==> src/rtl/shift_register_8bit.sv <==
// 8-bit bidirectional shift register with synchronous parallel load and serial input.
// Outputs come straight from the state register; there is no input-to-output path.
module shift_register_8bit (
    input  logic       clock,
    input  logic       reset,
    input  logic       msb,
    input  logic [1:0] control,
    input  logic [7:0] parallel_load,
    output logic       lsb,
    output logic [7:0] parallel_read
);

    typedef enum logic [1:0] {
        OpShiftRight = 2'b00,
        OpShiftLeft  = 2'b01,
        OpLoad       = 2'b10,
        OpHold       = 2'b11
    } op_e;

    logic [7:0] q_d;
    logic [7:0] q_q;

    always_comb begin
        q_d = q_q;
        // Unknown control values fall through to hold.
        case (op_e'(control))
            OpShiftRight: q_d = {msb, q_q[7:1]};
            OpShiftLeft:  q_d = {q_q[6:0], 1'b0};
            OpLoad:       q_d = parallel_load;
            OpHold:       q_d = q_q;
            default:      q_d = q_q;
        endcase
    end

    always_ff @(posedge clock) begin
        if (reset) begin
            q_q <= 8'h00;
        end else begin
            q_q <= q_d;
        end
    end

    assign parallel_read = q_q;
    assign lsb           = q_q[0];

endmodule

==> config.mk <==
export PLATFORM = sky130hd
export DESIGN_NAME = shift_register_8bit
export DESIGN_NICKNAME = d
export VERILOG_FILES = /design/src/rtl/shift_register_8bit.sv
export SDC_FILE = /design/constraint.sdc
export NUM_CORES = 1
export LEC_CHECK = 0
export CORE_AREA = 2 2 39 41
export CTS_CLUSTER_SIZE = 20
export DETAILED_ROUTE_END_ITERATION = 12
export DIE_AREA = 0 0 41 43
export GPL_TIMING_DRIVEN = 0
export PLACE_DENSITY = 0.73
export SLEW_MARGIN = 20
export SYNTH_ARGS = -nofsm -noshare
export SYNTH_HDL_FRONTEND = slang
export SYNTH_SLANG_ARGS = --single-unit
==> constraint.sdc <==
create_clock -name clock -period 3.25 [get_ports clock]
set_clock_uncertainty 0.2 [all_clocks]
set_input_delay 0.325 -clock clock [delete_from_list [all_inputs] [get_ports clock]]
set_output_delay 0.325 -clock clock [all_outputs]
set_load 0.01 [all_outputs]
==> results.ini <==
[clock_network]
cts_sinks = 8
cts_hold_buf = 0
cts_max_level = 1
cts_setup_buffers = 0
numCtsBuffers = 3
clk_latency_ps = 250
cts_max_path_buffers = 2
cts-root-buf = clkbuf_4
cts_tree = built
cts_resized = 0
clk_pin_slew_worst_paths_ps = 50

[synthesis]
yosys-top-cells-area = dfxtp_1 32%, ha_1 7.6%, a211o_1 7.1%
synth_edf_count = 0
yosysTopAreaCellShare = 0.322
post-synth-top-area-cell = dfxtp_1
synth_seq_cells = 8
async_flop_share = 0
syn_nets = 74
synthFlopType = dfxtp_1
synth.avg_cell_area_sq_um = 8.56
synth.distinct_cells = 17
syn_area_sq_um = 497
yosys_warnings = 0
yosys-top-cells-count = 8 x dfxtp_1, 8 x nand2_1, 7 x inv_1, 6 x a21oi_1
synth_cells = 58
ys_seq_area_frac = 0.322

[power_and_ir_drop]
power_frac_seq = 0.406
ir_drop_mv = 0.259
total_power_mw = 0.283
switching_share = 0.282
power.share.clock = 0.270
internal_power_mw = 0.203
leakagePower_nw = 0.294
p_switching_mw = 0.0797
p_per_area_mw_per_mm2 = 383
p_comb_frac = 0.324

[route]
drt_iter0_markers = 6
postRouteAntennaNets = 0
wl_mm = 1.21
wire_per_inst_um = 12.5
viasPerCell = 5.20
dr.pass1.iters = 4
drc = 0
vias = 504

[placement]
hpwlAfterDp_um = 871
io_buffers = 20
preCtsSetupSlack_ps = 1120
gp_congestion = 0.790

[die]
rows = 14
die_y_um = 43
ioPinCount = 22
die-area_sq_mm = 0.00176
initial_utilization = 0.359
coreArea_sq_mm = 0.00138
die_w_um = 41

[cells_and_area]
fillers = 148
largest_reg_flops = 8
num_antenna_cells = 0
nets = 99
layout-drive-gt1-share = 0.111
area_growth_pct = 48.9

[timing]
setup_viol = 0
post-route-period-util = 0.571
finalCriticalPeriod_ps = 1860
relSlewSlack = 0.752
hold_violations = 0
setup_ws_ps = 1390
fin_setup_tns_ps = 0
rsz0062_at_grt = false
max_freq_ghz = 0.539
worstMarginPinSlew_ps = 372
slew_violations = 0

[outcome]
status = completed

[critical_path]
critical_path.max_stage_delay_ps = 500
critPathTopFamily = buffers and inverters
cp-start-kind = primary input
criticalPathCategory = primary input to flop
critical_path_arrival_ps = 1820
path_max_fanout = 10
end_kind = flop
path_buf_inv = 3
cp_slowest_cell = clkdlybuf4s50_1
cp.required_ps = 3220
rrSetupSlack_ps = 2080
path_cells = clkdlybuf4s50_1, inv_1, ha_1, buf_6, a22o_1, a311oi_1

[global_route]
antenna_found_initial = 0
grt_first_pass_wirelength_mm = 1.75
grt_max_degree = 11
grt_usage = 0.154
first_global_vias = 433
overflow = 0

[worst_hold_path]
holdCritPathClass = primary input to flop

[run]
maxCapViolCount = 0

[placed cells by master, fill, tap and decap left out, types with 2 or more instances in the layout]
master,synthesis,layout
a211o_1,4,4
a21oi_1,6,6
a221oi_1,4,4
a22o_1,2,2
a311oi_1,2,2
buf_4,2,2
buf_6,3,3
clkbuf_4,0,3
clkdlybuf4s50_1,0,20
dfxtp_1,8,8
ha_1,3,3
inv_1,7,7
nand2_1,8,8
nor2_1,4,4
[power by group through the flow]
stage          Combinational, mW  Sequential (mW)  Clock, mW
5_1_grt                   0.0988            0.116     0.0865
3_3_place_gp              0.0910            0.117          0
3_5_place_dp              0.0917            0.117          0
4_1_cts                   0.0920            0.115     0.0815
6_report                  0.0918            0.115     0.0765
2_1_floorplan             0.0457            0.121          0
[stage by stage]
| stage | instances | cell area (sq um) | util | hold WS (ps) |
|---|---|---|---|---|
| CTS | 97 | 739 | 0.534 | 231 |
| global route | 97 | 739 | 0.534 | 271 |
| global placement | 94 | 717 | 0.518 | 266 |
| finish | 97 | 739 | 0.534 | 237 |
| floorplan | 58 | 497 | - | 289 |
| detailed placement | 94 | 717 | 0.518 | 264 |
[worst register-to-register path, delay by kind of cell (launching register included)]
family / cells / cell delay (ps)
flops: 1 / 320
compound gates: 3 / 520
[worst paths after layout]
| check | start | endpoint | cells after the start |
|---|---|---|---|
| setup reg to reg | parallel_read[2]$_SDFFE_PP0P_ | parallel_read[3]$_SDFFE_PP0P_ | 3 |
| setup / recovery | control[0] | parallel_read[4]$_SDFFE_PP0P_ | 6 |
| hold reg to reg | parallel_read[7]$_SDFFE_PP0P_ | parallel_read[7]$_SDFFE_PP0P_ | 2 |
| hold / removal | reset | parallel_read[1]$_SDFFE_PP0P_ | 2 |
[per-layer routing]
metal	up-vias	routed length (um)	track usage
met2	21	529	0.197
met1	224	553	0.194
met4	0	43	0.140
met3	4	84	0.0471
met5	-	0	0
li1	255	-	-
[cell type report]
class | count | area (sq um) | share of cell area
Clock buffer | 3 | 22.5 | 0.0305
Buffer | 6 | 52.6 | 0.0711
Sequential cell | 8 | 160 | 0.217
Tap cell | 16 | 20.0 | 0.0271
Timing Repair Buffer | 20 | 200 | 0.271
Inverter | 7 | 26.3 | 0.0355
Multi-Input combinational cell | 37 | 258 | 0.349
[logic make-up (layout without fill, tap and decap cells)]
kind of cell,count (synthesis),after routing,synth area share
adder cells (fa/ha/maj),3,3,0.0756
buffers and inverters,13,36,0.159
AND/OR/NAND/NOR,13,13,0.106
flip-flops,8,8,0.322
AO/OA/AOI/OAI,21,21,0.338
Power figures use the tool's default switching activity.
==> variant: new RTL, same flow settings <==
Register the inputs `msb`, `control` and `parallel_load` before use. The logic sees them one clock later.
--- a/src/rtl/shift_register_8bit.sv
+++ b/src/rtl/shift_register_8bit.sv
@@ -18,4 +18,14 @@
     } op_e;
 
+    logic msb_q;
+    logic [1:0] control_q;
+    logic [7:0] parallel_load_q;
+
+    always_ff @(posedge clock) begin
+        msb_q           <= msb;
+        control_q       <= control;
+        parallel_load_q <= parallel_load;
+    end
+
     logic [7:0] q_d;
     logic [7:0] q_q;
@@ -24,8 +34,8 @@
         q_d = q_q;
         // Unknown control values fall through to hold.
-        case (op_e'(control))
-            OpShiftRight: q_d = {msb, q_q[7:1]};
+        case (op_e'(control_q))
+            OpShiftRight: q_d = {msb_q, q_q[7:1]};
             OpShiftLeft:  q_d = {q_q[6:0], 1'b0};
-            OpLoad:       q_d = parallel_load;
+            OpLoad:       q_d = parallel_load_q;
             OpHold:       q_d = q_q;
             default:      q_d = q_q;
Behaviour: not the same (a bounded check fails within 4 cycles, from zero or initial values and one cycle with reset high).
==> variant against the unedited design <==
Critical path depth shrank 4; maximum frequency grew 1.1%; non-clock buffer count is the same; synthesized cell count grew 19%; core utilization grew 16 points; synthesized area grew 44%; power grew 65%; setup slack gained 20 ps; sequential cell count grew 11; final area grew 30%; wire length grew 14%; largest cell class is now sequential cells.
==> variant: results (changes against the unedited design) <==
IO buf count 20 (unchanged); Peak VDD IR 0.3548 mV (+37%); status completed; CTS max path bufs 2 (unchanged); placed cell count 105 (+12%); vias in the first global route 573 (+32%); Rel. slew slack 0.7557 (+0.003850); Final ANT Viol Nets 0 (unchanged); share of post-route cells with drive strength above 1 0.09677 (-0.01434); n_diodes 0 (unchanged); P_leak 0.3837 nW (+30%); global-route wire length before repair 2.435 mm (+40%); Worst-path clk slew 100 ps (+50 ps); total vias in the final route 585 (+16%); gpl congestion 0.7552 (-4.4%); CP Max Fanout 4 (-6); synth cell count leaders 19 x dfxtp_1, 8 x nand2_1, 6 x a21oi_1, 6 x inv_1; count of different cell masters after synthesis 18 (+1); # Post-CTS Setup Buffers 0 (unchanged); slowest CP cell clkdlybuf4s50_1; Routed Wire Length 1.381 mm (+14%); CTS root buf clkbuf_4; largest net degree at the start of global routing 11 (unchanged); CTS buffer count 3 (unchanged); HP Class input pin to flip-flop; Area contributors post-synth dfxtp_1 53%, ha_1 5.3%, a211o_1 4.9%, a221oi_1 4.9%, a21oi_1 4.2%; Synth warnings 0 (unchanged); crit-path leading delay family buffers and inverters; PostCTS Resize Cnt 0 (unchanged); async set or reset register ratio after synthesis 0 (unchanged); Avg Inst Size Synth 10.34 um^2 (+21%); TritonRoute pass-1 iters 4 (unchanged); nets 110 (+11%); Iter 0 DRT Violations 4 (-2); CP arrival 1310 ps (-510 ps); Net Count, Synth 85 (+15%); GRT Overall Usage 0.1978 (+0.04400); hpwl dp 985.8 um (+13%); H-tree level count 1 (unchanged); FILL cells 117 (-21%); sequential element share of the synthesized area 0.5333 (+0.2109); crit-path max cell delay 510 ps; Switching Fraction 0.2497 (-0.03193); Vias/cell 5.367 (+3.3%); Skew-Pair Late Insertion Delay 290 ps (+40 ps); antenna violations before repair 0 (unchanged)
[variant: changes by cell type in the layout (fill, tap and decap cells not counted), sizes merged]
cell / change
clkbuf: +1
inv: -1
dfxtp: +11
clkinv: +1
[variant: kinds of logic (layout without fill, tap and decap cells)]
logic type,after synthesis,in the layout,synth area share
buf+inv,13,37,0.1052
flops,19,19,0.5333
simple gates,13,13,0.07368
compound gates,21,21,0.2351
fa+ha+maj,3,3,0.05264
[variant: worst paths after layout]
kind              slack [ps]                     startpoint  cells past startpoint                             to
setup / recovery        1410  parallel_read[0]$_SDFFE_PP0P_                      2               parallel_read[0]
hold / removal           190                          reset                      2  parallel_read[7]$_SDFFE_PP0P_
setup reg to reg        1560           control_q[0]$_DFF_P_                      5  parallel_read[2]$_SDFFE_PP0P_
hold reg to reg          270     parallel_load_q[4]$_DFF_P_                      2  parallel_read[4]$_SDFFE_PP0P_
[variant: cell type report]
cell class              count  area share
plain buffers               6     0.05085
inverters                   7     0.02738
well taps                  16     0.02086
multi-input cells          37      0.2686
flip-flops and latches     19      0.3963
repair buffers             20      0.2086
clock buffers               4     0.02738
[variant: through the flow]
step / worst slack (ps) / instance area, um^2 / hold WS [ps]
global placement: 1594 / 933.4 / 251.4
floorplan: 1731 / 713.2 / 152.7
detailed placement: 1562 / 933.4 / 258.2
finish: 1414 / 959.7 / 193.5
global route: 1351 / 959.7 / 219.9
CTS: 1403 / 959.7 / 198.8
[variant: power groups by stage]
stage	Sequential (mW)	Clock (mW)	Combinational, mW
floorplan	0.268	0	0.0453
global placement	0.265	0	0.0896
detailed placement	0.266	0	0.0903
CTS	0.260	0.120	0.0908
global route	0.262	0.130	0.0993
finish	0.260	0.116	0.0903
[variant: routing by layer]
layer  track usage  wire length [um]  vias to the layer above
li1              -                 -                      287
met1        0.2658               614                      276
met2        0.3031               673                       18
met3       0.03141                64                        4
met4       0.08000                29                        0
met5             0                 0                        -
